File: src/rtl/decrypt_pipe_seq.sv
// Byte decryption front end: classifies and keys each accepted byte for an external
// fixed-latency shift stage, then buffers the stage results in a credit-managed output FIFO.
module decrypt_pipe_seq #(
   parameter int FIFO_DEPTH = 4,
   parameter int KEY_SLOTS  = 8
) (
   input  logic                   clk,
   input  logic                   rst,
   input  logic                   cfg_load_i,
   input  logic [3*KEY_SLOTS-1:0] cfg_key_i,
   input  logic [2:0]             cfg_key_len_i,
   input  logic                   cfg_mode_i,
   output logic                   cfg_busy_o,
   input  logic                   in_valid_i,
   output logic                   in_ready_o,
   input  logic [7:0]             in_data_i,
   output logic                   pipe_en_o,
   output logic                   pipe_shift_en_o,
   output logic                   pipe_mode_o,
   output logic [2:0]             pipe_shift_amt_o,
   output logic [31:0]            pipe_ext_data_o,
   output logic                   pipe_is_upper_o,
   output logic                   pipe_is_lower_o,
   input  logic                   pipe_en_out_i,
   input  logic [7:0]             pipe_data_out_i,
   output logic                   out_valid_o,
   input  logic                   out_ready_i,
   output logic [7:0]             out_data_o
);

   localparam int PTR_W = (FIFO_DEPTH > 1) ? $clog2(FIFO_DEPTH) : 1;
   localparam int CNT_W = $clog2(FIFO_DEPTH + 1);
   localparam int KEY_W = 3 * KEY_SLOTS;

   typedef enum logic [1:0] {IDLE, LOAD, RUN, DRAIN} state_e;

   state_e             state_q, state_d;
   logic [KEY_W-1:0]   key_q;
   logic [2:0]         key_len_q;
   logic [2:0]         key_idx_q;
   logic               mode_q;
   logic [1:0]         inflight_q, inflight_d;
   logic [CNT_W-1:0]   count_q, count_d;
   logic [PTR_W-1:0]   wr_ptr_q, rd_ptr_q;
   logic [7:0]         fifo_mem [FIFO_DEPTH];

   logic               pipe_en_q, pipe_shift_en_q, pipe_mode_q;
   logic [2:0]         pipe_shift_amt_q;
   logic [31:0]        pipe_ext_data_q;
   logic               pipe_is_upper_q, pipe_is_lower_q;

   logic               in_upper, in_lower, in_alpha;
   logic [4:0]         alpha_off;
   logic [31:0]        ext_data;
   logic [2:0]         slot_amt, shift_amt;
   logic [2:0]         key_slot [KEY_SLOTS];
   logic               accept, push, pop;
   logic [31:0]        occupancy;

   // ---------------- control FSM ----------------
   always_comb begin
      state_d = state_q;
      unique case (state_q)
         IDLE:    if (cfg_load_i) state_d = LOAD;
         LOAD:    state_d = RUN;
         RUN:     if (cfg_load_i) state_d = DRAIN;
         DRAIN:   if (inflight_q == 2'd0) state_d = LOAD;
         default: state_d = IDLE;
      endcase
   end

   // ---------------- handshakes and credits ----------------
   assign pop        = out_valid_o && out_ready_i;
   // A return with nothing outstanding is a leftover from before a reset and is dropped.
   assign push       = pipe_en_out_i && (state_q != IDLE) && (inflight_q != 2'd0);
   assign occupancy  = 32'(count_q) + 32'(inflight_q);
   assign in_ready_o = (state_q == RUN) && ((occupancy < 32'(FIFO_DEPTH)) || pop);
   assign accept     = in_valid_i && in_ready_o;
   assign cfg_busy_o = (state_q != RUN);

   // ---------------- classification and key select ----------------
   assign in_upper  = (in_data_i >= 8'd65) && (in_data_i <= 8'd90);
   assign in_lower  = (in_data_i >= 8'd97) && (in_data_i <= 8'd122);
   assign in_alpha  = in_upper || in_lower;
   assign alpha_off = 5'(in_upper ? (in_data_i - 8'd65) : (in_data_i - 8'd97));
   assign ext_data  = in_alpha ? (32'd1 << (alpha_off + 5'd6)) : {24'b0, in_data_i};

   for (genvar gi = 0; gi < KEY_SLOTS; gi++) begin : g_slot
      assign key_slot[gi] = key_q[3*gi +: 3];
   end

   always_comb begin
      slot_amt = 3'd0;
      for (int k = 0; k < KEY_SLOTS; k++) begin
         if (key_idx_q == 3'(k)) slot_amt = key_slot[k];
      end
   end

   // The stage cannot shift by 7, so that key value saturates at 6.
   assign shift_amt = (slot_amt == 3'd7) ? 3'd6 : slot_amt;

   // ---------------- occupancy counters ----------------
   always_comb begin
      inflight_d = inflight_q;
      if (accept && !push)      inflight_d = inflight_q + 2'd1;
      else if (!accept && push) inflight_d = inflight_q - 2'd1;
   end

   always_comb begin
      count_d = count_q;
      if (push && !pop)      count_d = count_q + CNT_W'(1);
      else if (!push && pop) count_d = count_q - CNT_W'(1);
   end

   // ---------------- state registers ----------------
   always_ff @(posedge clk or negedge rst) begin
      if (!rst) begin
         state_q          <= IDLE;
         key_q            <= '0;
         key_len_q        <= 3'd0;
         key_idx_q        <= 3'd0;
         mode_q           <= 1'b0;
         inflight_q       <= 2'd0;
         count_q          <= '0;
         wr_ptr_q         <= '0;
         rd_ptr_q         <= '0;
         pipe_en_q        <= 1'b0;
         pipe_shift_en_q  <= 1'b0;
         pipe_mode_q      <= 1'b0;
         pipe_shift_amt_q <= 3'd0;
         pipe_ext_data_q  <= 32'd0;
         pipe_is_upper_q  <= 1'b0;
         pipe_is_lower_q  <= 1'b0;
      end else begin
         state_q    <= state_d;
         inflight_q <= inflight_d;
         count_q    <= count_d;

         if (state_q == LOAD) begin
            key_q     <= cfg_key_i;
            key_len_q <= cfg_key_len_i;
            mode_q    <= cfg_mode_i;
            key_idx_q <= 3'd0;
         end else if (accept && in_alpha) begin
            key_idx_q <= (key_idx_q == key_len_q) ? 3'd0 : key_idx_q + 3'd1;
         end

         // Stage controls live for exactly the one cycle after acceptance.
         pipe_en_q        <= accept;
         pipe_shift_en_q  <= accept && in_alpha;
         pipe_mode_q      <= accept && mode_q;
         pipe_shift_amt_q <= (accept && in_alpha) ? shift_amt : 3'd0;
         pipe_ext_data_q  <= accept ? ext_data : 32'd0;
         pipe_is_upper_q  <= accept && in_upper;
         pipe_is_lower_q  <= accept && in_lower;

         if (push) wr_ptr_q <= (wr_ptr_q == PTR_W'(FIFO_DEPTH - 1)) ? '0 : wr_ptr_q + PTR_W'(1);
         if (pop)  rd_ptr_q <= (rd_ptr_q == PTR_W'(FIFO_DEPTH - 1)) ? '0 : rd_ptr_q + PTR_W'(1);
      end
   end

   always_ff @(posedge clk) begin
      if (push) fifo_mem[wr_ptr_q] <= pipe_data_out_i;
   end

   // ---------------- outputs ----------------
   assign out_valid_o      = (count_q != '0);
   assign out_data_o       = out_valid_o ? fifo_mem[rd_ptr_q] : 8'd0;
   assign pipe_en_o        = pipe_en_q;
   assign pipe_shift_en_o  = pipe_shift_en_q;
   assign pipe_mode_o      = pipe_mode_q;
   assign pipe_shift_amt_o = pipe_shift_amt_q;
   assign pipe_ext_data_o  = pipe_ext_data_q;
   assign pipe_is_upper_o  = pipe_is_upper_q;
   assign pipe_is_lower_o  = pipe_is_lower_q;

endmodule

File: config.mk
export PLATFORM = sky130hd
export DESIGN_NAME = decrypt_pipe_seq
export DESIGN_NICKNAME = d
export VERILOG_FILES = /design/src/rtl/decrypt_pipe_seq.sv
export SDC_FILE = /design/constraint.sdc
export NUM_CORES = 1
export LEC_CHECK = 0
export ABC_AREA = 1
export CAP_MARGIN = 30
export CORE_MARGIN = 10
export CORE_UTILIZATION = 56
export CTS_CLUSTER_DIAMETER = 30
export DETAILED_ROUTE_END_ITERATION = 12
export PLACE_DENSITY = 0.85
export SYNTH_ARGS = -nofsm -noshare
export SYNTH_HDL_FRONTEND = slang
export SYNTH_SLANG_ARGS = --single-unit
File: constraint.sdc
create_clock -name clk -period 3.4 [get_ports clk]
set_input_delay 0.68 -clock clk [delete_from_list [all_inputs] [get_ports clk]]
set_output_delay 0.68 -clock clk [all_outputs]
set_load 0.01 [all_outputs]
# Word-level counts from Yosys, hierarchy flattened
# Memory sizes are Yosys's and may differ from the RTL's.
# Index checks and enable logic that the tools add are counted.
[totals]
regBits = 82
latch_bits = 0
ramBits = 32
rom_bits = 0
output_inout_bits = 51
wordCells = 111
mem_count = 1
[memory_table]
columns = ["memory", "depth", "width", "read_ports", "rd_clocked_by_memory_dff", "write_ports", "line_no", "rtl"]
rows = [
  ["fifo_mem", 4, 8, 1, 0, 1, "45", "logic [7:0] fifo_mem [FIFO_DEPTH];"],
]
[op_classes]
n_addsub = 11
n_mul = 0
n_div = 0
order_cmp = 5
eq_ne = 18
shift = 1
n_mux = 29
bitwise = 0
reduce_logical = 30
[op_table]
columns = ["operator", "count"]
rows = [
  ["32-bit two-way mux", 2],
  ["3-bit two-way mux", 15],
  ["1-bit by 5-bit left shift with 32-bit output (first input constant)", 1],
  ["8-bit by 7-bit >= comparator with 1-bit output (second input constant)", 2],
  ["8-bit by 7-bit less-or-equal comparator with 1-bit output (second input constant)", 2],
  ["3-bit == test (second input constant)", 5],
  ["1-bit logical AND", 15],
  ["2-bit two-way mux", 7],
  ["2-bit nonzero test", 5],
  ["5-bit by 1-bit subtractor with 5-bit output (second input constant)", 2],
  ["2-bit == test (second input constant)", 4],
  ["8-bit two-way mux", 1],
  ["2-bit != test (second input constant)", 4],
  ["2-bit one-hot mux with 4 select lines", 1],
  ["2-bit by 1-bit adder with 2-bit output (second input constant)", 3],
  ["3-bit by 1-bit adder with 3-bit output (second input constant)", 2],
  ["3-bit by 2-bit == test with 1-bit output (second input constant)", 2],
  ["5-bit by 3-bit adder with 5-bit output (second input constant)", 1],
  ["5-bit two-way mux", 1],
  ["3-bit by 2-bit adder with 4-bit output", 1],
  ["2-bit logical NOT", 2],
  ["4-bit by 3-bit < comparator with 1-bit output (second input constant)", 1],
  ["3-bit by 1-bit == test with 1-bit output (second input constant)", 1],
  ["3-bit == test", 1],
  ["other kinds (9)", 13],
]

# Logic depth before layout (Yosys ltp)
# Gate-level depths: netlist of run 1.
[logic_depth]
word_depth = 12
ltp_mapped = 15
ltp_nobuf = 15

# Worst setup path after synthesis of run 1
# Ideal clock, no wire load.
[synth_timing]
path_type = "input to register"
from = "in in_data_i[0]"
to = "reg pipe_ext_data_q[15] (netlist: pipe_ext_data_o[15])"
setup_ns = 0.086
arrival_ns = 2.146
required_time_ns = 3.314
setup_slack_ns = 1.168
stages = 10
n_path_buf = 1
cell_sequence = "inv_1 -> ha_1 -> xnor2_1 -> ha_1 -> clkbuf_1 -> inv_1 -> nand2_1 -> nor2_1 -> inv_1 -> nor3_1"
[synth_between]
elab_chain_cells = 7
[synth_rtl]
columns = ["item", "line_no", "rtl"]
rows = [
  ["from (decl)", "16", "input logic [7:0] in_data_i,"],
  ["8-bit by 7-bit >= comparator with 1-bit output / 8-bit by 7-bit less-or-equal comparator with 1-bit output (equally long branches)", "82", "assign in_upper = (in_data_i >= 8'd65) && (in_data_i <= 8'd90);"],
  ["1-bit logical AND", "82", ""],
  ["5-bit two-way mux", "85", "assign alpha_off = 5'(in_upper ? (in_data_i - 8'd65) : (in_data_i - 8'd97));"],
  ["5-bit by 3-bit adder with 5-bit output", "86", "assign ext_data = in_alpha ? (32'd1 << (alpha_off + 5'd6)) : {24'b0, in_data_i};"],
  ["1-bit by 5-bit left shift with 32-bit output", "86", ""],
  ["32-bit two-way mux *", "86", ""],
  ["32-bit two-way mux *", "153", "pipe_ext_data_q <= accept ? ext_data : 32'd0;"],
  ["to (signal assigned)", "153", ""],
  ["to (decl)", "49", "logic [31:0] pipe_ext_data_q;"],
]
# Every way passes the cells marked *; elsewhere a longest branch is shown, timed or not.
# A chain may end at the register's enable or synchronous reset.

# Worst setup path in the final report of run 1
[layout_timing]
from = "reg rd_ptr_q[0]"
to = "out out_data_o[3]"
[layout_between]
elab_chain_cells = 2
[layout_rtl]
columns = ["item", "line_no", "rtl"]
rows = [
  ["from (decl)", "44", "logic [PTR_W-1:0] wr_ptr_q, rd_ptr_q;"],
  ["from (signal assigned)", "158", "if (pop) rd_ptr_q <= (rd_ptr_q == PTR_W'(FIFO_DEPTH - 1)) ? '0 : rd_ptr_q + PTR_W'(1);"],
  ["memory read 4 x 8 bit", "n/a", ""],
  ["8-bit two-way mux", "168", "assign out_data_o = out_valid_o ? fifo_mem[rd_ptr_q] : 8'd0;"],
  ["to (decl)", "28", "output logic [7:0] out_data_o"],
]
# Every way passes these cells.

==> summary.txt, run 1 <==
status -> completed
setup ws final -> 297 ps
worst slew pin tran -> 465 ps
clk buf depth -> 2
commonest non-fill, non-tap cell in the layout -> nand2_1
max-slew violations -> 0
Max Fclk -> 0.322 GHz
Critical path destination -> out_data_o[3]
Setup crit end kind -> output pin
worst skew pair latency -> 520 ps
worst rel slew slack -> 69.0%
data arrival time of the critical path -> 2420 ps
fin crit share -> 91.3%
yosys warns -> 0
Syn Std Cell Area -> 0.00529 sq mm
core area -> 0.00924 sq mm
asr flop ratio synth -> 71.9%
# IOs -> 101
Worst Skew -> 6.22 ps
DR pass1 iterations -> 5
vias per cell -> 5.27
hpwl dp -> 9460 um
R2R setup slack -> 1130 ps
Netlist cell types -> 35
initial detailed-routing violation count -> 248
Worst-path clk slew -> 60 ps
WL/cell -> 16.5 um
vias in the first global route -> 4454
CTS sink count -> 114
port bufs -> 100
Setup crit start kind -> flop
post-synthesis sequential area ratio -> 56.9%
Synth Register Bits -> 114
TritonCTS buffer count -> 17
DRC violations left -> 0
initial antenna violation count -> 0
Cell Pwr Density -> 764 mW/mm^2
die area -> 0.0137 sq mm
Setup CP Type -> flop to output pin
Avg Cell Area, Syn -> 9.40 sq um
Peak VDD IR -> 438 uV
hold crit path type -> flop to flop
CP Max Fanout -> 19
crit path launch -> rd_ptr_q[0]$_DFFE_PN0P_
Tot Pwr -> 0.00536 W
# nets final -> 749
global placer's final weighted congestion -> 0.899
Pleak -> 3.16 nW
worst reg2reg path endpoint -> inflight_q[1]$_DFFE_PN0P_
layout cells sized above 1 -> 10.0%
Area growth syn-to-layout -> 32.6%
CTS tree -> done
pre-CTS setup slack -> 452 ps
number of setup buffers added after CTS -> 0
min Tclk post-route -> 3100 ps
Reg-to-Reg Start -> inflight_q[1]$_DFFE_PN0P_
most frequent cells in the layout -> 110 x nand2_1, 99 x clkdlybuf4s50_1, 81 x dfrtp_1
Total GRT Usage -> 20.2%
Final Hold Violating Endpoints -> 0
Ant. Diodes -> 0
post-synth net total -> 638
grt ovf -> 0
Die H -> 117 um
pin count of the biggest net entering global routing -> 73
die width -> 117 um
max capacitance violation total -> 0
FILL cells -> 594
global-route wire length before repair -> 21500 um
# rows -> 35
htree depth -> 4
Initial Util -> 57.3%
Req. time, crit path -> 2720 ps
root buffer cell -> clkbuf_8
Post-Synthesis Cells -> 563
worst reg-to-reg path cell count -> 10
RSZ-0062 raised after global routing -> no
vias after detailed routing -> 4298
Post-synth EDFFs -> 32
setup TNS -> 0 ps
ys flop type -> dfrtp_1
routed wire length -> 13500 um
final setup vio count -> 0
Routed Antenna Nets -> 0
Util after Layout -> 76.0%
## synthesized netlist by cell type (2+ instances only)
cell type	n	area [sq um]
inv_2	2	7.51
o22ai_1	3	18.8
nand2_2	3	18.8
o21ai_0	54	270
clkbuf_1	12	45.0
nor3_2	5	50.1
buf_6	3	33.8
xor2_1	2	17.5
nor2_2	7	43.8
nand2_4	3	33.8
xnor2_1	4	35.0
a21oi_1	28	140
nor3_1	13	65.1
nor2_1	68	255
nand4_1	5	31.3
inv_4	2	12.5
inv_1	66	248
dfrtp_1	82	2050
edfxtp_1	32	961
ha_1	24	300
nand3_1	21	105
nand2_1	110	413
a21oi_2	2	17.5
## cell families (layout without fill, tap and decap cells)
group                    count (synthesis)  after routing  share of synthesized area [%]
AO/OA/AOI/OAI                           89             89                           8.68
XOR/XNOR                                 7              7                           1.30
adder cells (fa/ha/maj)                 25             25                           6.05
buffers and inverters                   88            212                           6.86
flip-flops                             114            114                           56.9
multiplexers                             1              1                          0.213
AND/OR/NAND/NOR                        239            239                           20.0
## layout make-up
| type | instances | area (sq um) | area share [%] |
|---|---|---|---|
| well taps | 129 | 161 | 2.30 |
| flip-flops and latches | 114 | 3010 | 42.9 |
| multi-input cells | 361 | 1920 | 27.3 |
| clock inverters | 13 | 124 | 1.76 |
| clock buffers | 19 | 443 | 6.31 |
| inverters | 71 | 272 | 3.87 |
| repair buffers | 109 | 1090 | 15.5 |
## metal layers
layer | vias to the layer above | GRT usage, % | wire [um]
met1 | 2075 | 23.0 | 5370
met2 | 166 | 35.6 | 6920
li1 | 2040 | - | -
met5 | - | 0 | 0
met4 | 0 | 5.93 | 178
met3 | 17 | 6.12 | 1010
## worst min path at each step
stage / start / end / slack, ps / cells past startpoint
2_1_floorplan: rst / count_q[0]$_DFFE_PN0P_ / 380 / 0
3_3_place_gp: key_q[22]$_DFFE_PN0N_ / key_q[22]$_DFFE_PN0N_ / 460 / 2
3_5_place_dp: key_q[21]$_DFFE_PN0N_ / key_q[21]$_DFFE_PN0N_ / 460 / 2
4_1_cts: key_q[21]$_DFFE_PN0N_ / key_q[21]$_DFFE_PN0N_ / 480 / 2
5_1_grt: key_q[21]$_DFFE_PN0N_ / key_q[21]$_DFFE_PN0N_ / 490 / 2
6_report: key_q[21]$_DFFE_PN0N_ / key_q[21]$_DFFE_PN0N_ / 480 / 2
## registers in the layout, indices dropped and copies added (netlist names), 2 cells and up
name and flops:
fifo_mem 32, state_q 2, key_len_q 3, rd_ptr_q 2, pipe_shift_amt_o 3, wr_ptr_q 2
key_idx_q 3, inflight_q 2, key_q 24, count_q 3, pipe_ext_data_o 32
## per-stage QoR
stage | cell area (sq um) | hold WS (ps) | instances
3_3_place_gp | 6410 | 458 | 782
3_5_place_dp | 6440 | 461 | 783
5_1_grt | 7020 | 486 | 816
2_1_floorplan | 5290 | 384 | 563
6_report | 7020 | 477 | 816
4_1_cts | 7020 | 478 | 816
## report_power, final
group	total, W	leakage, nW	internal, W	switching, W
Combinational	0.00173	1.52	0.000701	0.00103
Clock	0.00169	0.276	0.00102	0.000669
Sequential	0.00194	1.36	0.00174	0.000194
Total	0.00536	3.16	0.00347	0.00189
## worst max-delay path: stages, from the launching register on
cell and delay, ps:
dfrtp_2 540, inv_1 410, o21ai_0 190, a21oi_1 200, clkdlybuf4s50_1 560
## what timing repair did
| action | 4_1_cts | 5_1_grt |
|---|---|---|
| endpoints found under the setup margin | 0 | 3 |
| endpoints found under the hold margin | 10 | 0 |
| resized for setup | 0 | 1 |
| hold buffers | 1 | 0 |
No activity file was read; power rests on OpenSTA's default activity.
==> inputs of run 2 (changes only) <==
--- a/config.mk
+++ b/config.mk
@@ -12,6 +12,7 @@
 export CTS_CLUSTER_DIAMETER = 30
 export DETAILED_ROUTE_END_ITERATION = 12
 export PLACE_DENSITY = 0.85
+export SLEW_MARGIN = 5
 export SYNTH_ARGS = -nofsm -noshare
 export SYNTH_HDL_FRONTEND = slang
 export SYNTH_SLANG_ARGS = --single-unit
==> run 2 against run 1 <==
Net effect:
- combinational power is essentially flat
- routed wire length is 1.6% lower
- first-iteration DRC count is 0.81% higher
- highest routed layer unchanged
- largest cell class unchanged
- non-clock buffer count down 1
- global-route usage barely moved
- sequential cell count stayed put
- sequential share of layout area grew 0.11 points
- core utilization shrank 0.19 points
- via count decreased by 1.4%
- critical path depth unchanged
- clock-buffer cell count down 1
==> summary.txt, run 2 (synthesized netlist as in run 1, its figures left out) <==
slowest stage cell, crit path -> clkdlybuf4s50_1
data arrival time of the critical path -> 2400 ps
CP Max Fanout -> 19
# rows -> 35
Req. time, crit path -> 2720 ps
final setup vio count -> 0
Die H -> 117 um
core area -> 0.00924 sq mm
max capacitance violation total -> 0
max incr delay on CP -> 580 ps
number of setup buffers added after CTS -> 0
global placer's final weighted congestion -> 0.899
Cell Pwr Density -> 759 mW/mm^2
vias after detailed routing -> 4237
Worst Skew -> 10.5 ps
Routed Antenna Nets -> 0
worst skew pair latency -> 500 ps
Final Hold Violating Endpoints -> 0
Setup crit start kind -> flop
worst rel slew slack -> 69.8%
part of the power in registers -> 36.5%
port bufs -> 100
RSZ-0062 raised after global routing -> no
CP bufs+invs -> 2
routed wire length -> 13300 um
layout cells sized above 1 -> 9.91%
# IOs -> 101
pin count of the biggest net entering global routing -> 57
Setup CP Type -> flop to output pin
vias in the first global route -> 4375
Clk pwr share -> 31.0%
htree depth -> 4
post_cts resized -> 0
worst reg-to-reg path cell count -> 10
WL/cell -> 16.3 um
setup TNS -> 0 ps
# nets final -> 748
DR pass1 iterations -> 5
clk buf depth -> 2
DRC violations left -> 0
fin crit share -> 90.7%
dpl cells -> 783
die area -> 0.0137 sq mm
switching share of power -> 34.5%
min Tclk post-route -> 3080 ps
initial detailed-routing violation count -> 250
most frequent cells in the layout -> 110 x nand2_1, 99 x clkdlybuf4s50_1, 81 x dfrtp_1
vias per cell -> 5.20
max-slew violations -> 0
Int Power -> 0.00348 W
status -> completed
global-route wire length before repair -> 21400 um
R2R setup slack -> 1130 ps
Sw Pwr -> 0.00183 W
Worst-path clk slew -> 60 ps
final instance area -> 0.00700 sq mm
TritonCTS buffer count -> 17
share of power burned in combinational logic -> 32.5%
initial antenna violation count -> 0
Peak VDD IR -> 352 uV
die width -> 117 um
worst slew pin tran -> 452 ps
commonest non-fill, non-tap cell in the layout -> nand2_1
Initial Util -> 57.3%
hold crit path type -> input port to async pin
stages on the worst setup path -> 4
CTS sink count -> 114
Pleak -> 3.15 nW
hpwl dp -> 9560 um
Area growth syn-to-layout -> 32.3%
Total GRT Usage -> 20.2%
DP Area -> 0.00644 sq mm
Post-Layout Cell Count -> 815
CTS tree -> done
Max Fclk -> 0.324 GHz
CP top delay family -> buffers and inverters
Ant. Diodes -> 0
Setup crit end kind -> output pin
root buffer cell -> clkbuf_8
cell breakdown of the critical path -> inv_1 > o21ai_0 > a21oi_1 > clkdlybuf4s50_1
hold_buf cts -> 0
grt ovf -> 0
==> run 2: cell types whose count changed in the layout (fill, tap and decap cells not counted) <==
| cell | before | now |
|---|---|---|
| inv_6 | 5 | 0 |
| clkinv_2 | 1 | 4 |
| clkinv_4 | 2 | 4 |
| inv_4 | 4 | 2 |
| bufinv_16 | 1 | 2 |
| clkbuf_16 | 17 | 16 |
| clkinv_1 | 1 | 2 |
| clkinvlp_4 | 2 | 3 |
| dlygate4sd3_1 | 1 | 0 |
==> run 2: path summary, 6_finish.rpt <==
path                                      startpoint                            end
min                                              rst  pipe_ext_data_o[24]$_DFF_PN0_
min reg2reg                    key_q[20]$_DFFE_PN0N_          key_q[20]$_DFFE_PN0N_
max                          rd_ptr_q[0]$_DFFE_PN0P_                  out_data_o[0]
min in group clk               key_q[20]$_DFFE_PN0N_          key_q[20]$_DFFE_PN0N_
max in group asynchronous                        rst        rd_ptr_q[0]$_DFFE_PN0P_
max reg2reg                inflight_q[1]$_DFFE_PN0P_      inflight_q[1]$_DFFE_PN0P_
==> run 2: metal layers <==
metal	part of all wire (%)	track usage (%)	vias to the layer above
met5	0	0	-
met4	1.0	5.35	0
met3	8.0	6.68	16
met2	51	35.9	159
met1	40	22.6	2036
li1	-	-	2026
==> run 2: layout make-up <==
cell class                      count  area (sq um)
Clock buffer                       18           418
Clock inverter                     14           141
Fill cell                         610          2240
Inverter                           71           272
Multi-Input combinational cell    361          1920
Sequential cell                   114          3010
Tap cell                          129           161
Timing Repair Buffer              108          1080
==> run 2: through the flow <==
step / worst slack, ps / hold slack [ps] / util (%) / power [W]
2_1_floorplan: 1170 / 384 / - / 0.00299
3_3_place_gp: 532 / 458 / 69.4 / 0.00356
3_5_place_dp: 430 / 459 / 69.7 / 0.00367
4_1_cts: 153 / 97.0 / 75.8 / 0.00534
5_1_grt: 171 / 102 / 75.8 / 0.00565
6_report: 316 / 96.6 / 75.8 / 0.00531
==> run 2: power groups by stage <==
stage,Clock [W],Sequential (W),Combinational [W]
floorplan,0,0.00189,0.00111
global placement,0,0.00194,0.00162
detailed placement,0,0.00195,0.00172
CTS,0.00166,0.00193,0.00174
global route,0.00173,0.00198,0.00194
finish,0.00165,0.00194,0.00172
==> inputs of run 3 (changes only) <==
--- a/config.mk
+++ b/config.mk
@@ -6,7 +6,7 @@
 export NUM_CORES = 1
 export LEC_CHECK = 0
 export ABC_AREA = 1
-export CAP_MARGIN = 30
+export CAP_MARGIN = 10
 export CORE_MARGIN = 10
 export CORE_UTILIZATION = 56
 export CTS_CLUSTER_DIAMETER = 30
==> run 3 against run 2 <==
Net effect:
- critical path depth is the same
- via count rose by 0.71%
- clock-buffer cell count stayed put
- maximum frequency decreased by 1.2%
- die area unchanged
- total power increased by 5.6%
- sequential power about the same
- final area is 0.82% higher
- critical endpoint unchanged
==> summary.txt, run 3 (synthesized netlist as in run 1, its figures left out) <==
worst reg-to-reg path cell count -> 10
data arrival time of the critical path -> 2440 ps
RSZ-0062 raised after global routing -> no
Setup crit start kind -> flop
vias per cell -> 5.24
CTS sink count -> 114
die area -> 0.0137 sq mm
hpwl dp -> 9420 um
layout cells sized above 1 -> 9.93%
Sw Pwr -> 0.00189 W
Critical path destination -> out_data_o[0]
Final Hold Violating Endpoints -> 0
worst skew pair latency -> 520 ps
crit path launch -> rd_ptr_q[0]$_DFFE_PN0P_
Clk pwr share -> 34.4%
Pleak -> 3.17 nW
CP Max Fanout -> 19
root buffer cell -> clkbuf_8
Die H -> 117 um
vias in the first global route -> 4448
pin count of the biggest net entering global routing -> 83
most frequent cells in the layout -> 110 x nand2_1, 99 x clkdlybuf4s50_1, 81 x dfrtp_1
worst rel slew slack -> 32.3%
max incr delay on CP -> 580 ps
vias after detailed routing -> 4267
Req. time, crit path -> 2720 ps
Worst-path clk slew -> 60 ps
htree depth -> 4
fin crit share -> 91.8%
routed wire length -> 13600 um
worst reg2reg path endpoint -> inflight_q[1]$_DFFE_PN0P_
grt ovf -> 0
port bufs -> 100
cell breakdown of the critical path -> inv_1 > o21ai_0 > a21oi_1 > clkdlybuf4s50_1
max capacitance violation total -> 0
max-slew violations -> 0
Cell Pwr Density -> 794 mW/mm^2
share of power burned in combinational logic -> 31.0%
initial detailed-routing violation count -> 237
worst slew pin tran -> 1010 ps
final setup vio count -> 0
status -> completed
Setup crit end kind -> output pin
slowest stage cell, crit path -> clkdlybuf4s50_1
DRC violations left -> 0
global-route wire length before repair -> 21600 um
Total GRT Usage -> 20.6%
Peak VDD IR -> 537 uV
TritonCTS buffer count -> 17
Setup CP Type -> flop to output pin
clk buf depth -> 2
Util after Layout -> 76.4%
global placer's final weighted congestion -> 0.899
number of setup buffers added after CTS -> 0
dpl cells -> 782
commonest non-fill, non-tap cell in the layout -> nand2_1
WL/cell -> 16.8 um
Routed Antenna Nets -> 0
Int Power -> 0.00372 W
min Tclk post-route -> 3120 ps
# rows -> 35
# IOs -> 101
core area -> 0.00924 sq mm
CTS tree -> done
setup TNS -> 0 ps
initial antenna violation count -> 0
switching share of power -> 33.7%
part of the power in registers -> 34.5%
Area growth syn-to-layout -> 33.4%
Ant. Diodes -> 0
DR pass1 iterations -> 5
hold crit path type -> input port to async pin
die width -> 117 um
hold_ws -> 334 ps
Worst Skew -> 10.2 ps
Max Fclk -> 0.320 GHz
R2R setup slack -> 1110 ps
Initial Util -> 57.3%
Reg-to-Reg Start -> count_q[1]$_DFFE_PN0P_
# nets final -> 747
Post-Layout Cell Count -> 814
==> run 3: layer usage <==
| metal | track usage [%] | share of wire, % |
|---|---|---|
| met4 | 7.66 | 2.0 |
| met3 | 7.80 | 8.4 |
| met2 | 36.5 | 51 |
| met5 | 0 | 0 |
| met1 | 21.7 | 38 |
==> run 3: worst min path at each step <==
stage,end,slack [ps],startpoint,cells past startpoint
3_3_place_gp,key_q[22]$_DFFE_PN0N_,460,key_q[22]$_DFFE_PN0N_,2
6_report,pipe_ext_data_o[8]$_DFF_PN0_,330,rst,1
3_5_place_dp,key_q[22]$_DFFE_PN0N_,460,key_q[22]$_DFFE_PN0N_,2
5_1_grt,pipe_ext_data_o[8]$_DFF_PN0_,400,rst,1
4_1_cts,pipe_ext_data_o[11]$_DFF_PN0_,370,rst,1
2_1_floorplan,count_q[0]$_DFFE_PN0P_,380,rst,0
==> run 3: stage by stage <==
step	setup slack, ps	cell area [sq um]	power, W
6_report	279	7060	0.00561
5_1_grt	140	7060	0.00593
4_1_cts	128	7060	0.00563
3_5_place_dp	447	6410	0.00367
3_3_place_gp	532	6410	0.00356
2_1_floorplan	1170	5290	0.00299
==> run 3: final cells by class <==
| cell class | instances | area (sq um) |
|---|---|---|
| flip-flops and latches | 114 | 3010 |
| repair buffers | 107 | 1050 |
| inverters | 71 | 272 |
| well taps | 129 | 161 |
| clock inverters | 14 | 226 |
| fillers | 582 | 2180 |
| clock buffers | 18 | 418 |
| multi-input cells | 361 | 1920 |
==> run 3: critical path: cells and delay by family, from the launching register on <==
kind / cells / cell delay, ps
AO/OA/AOI/OAI: 2 / 390
buffers and inverters: 2 / 990
flip-flops: 1 / 540
==> run 3: what timing repair did <==
action                     CTS  global route
resized for setup            0             1
hold buffers                 0             0
setup endpoints to repair    0             6
==> run 3: power groups by stage <==
stage / combinational [W] / sequential (W) / clock, W
floorplan: 0.00111 / 0.00189 / 0
global placement: 0.00162 / 0.00194 / 0
detailed placement: 0.00172 / 0.00195 / 0
CTS: 0.00176 / 0.00193 / 0.00194
global route: 0.00195 / 0.00197 / 0.00201
finish: 0.00174 / 0.00194 / 0.00193
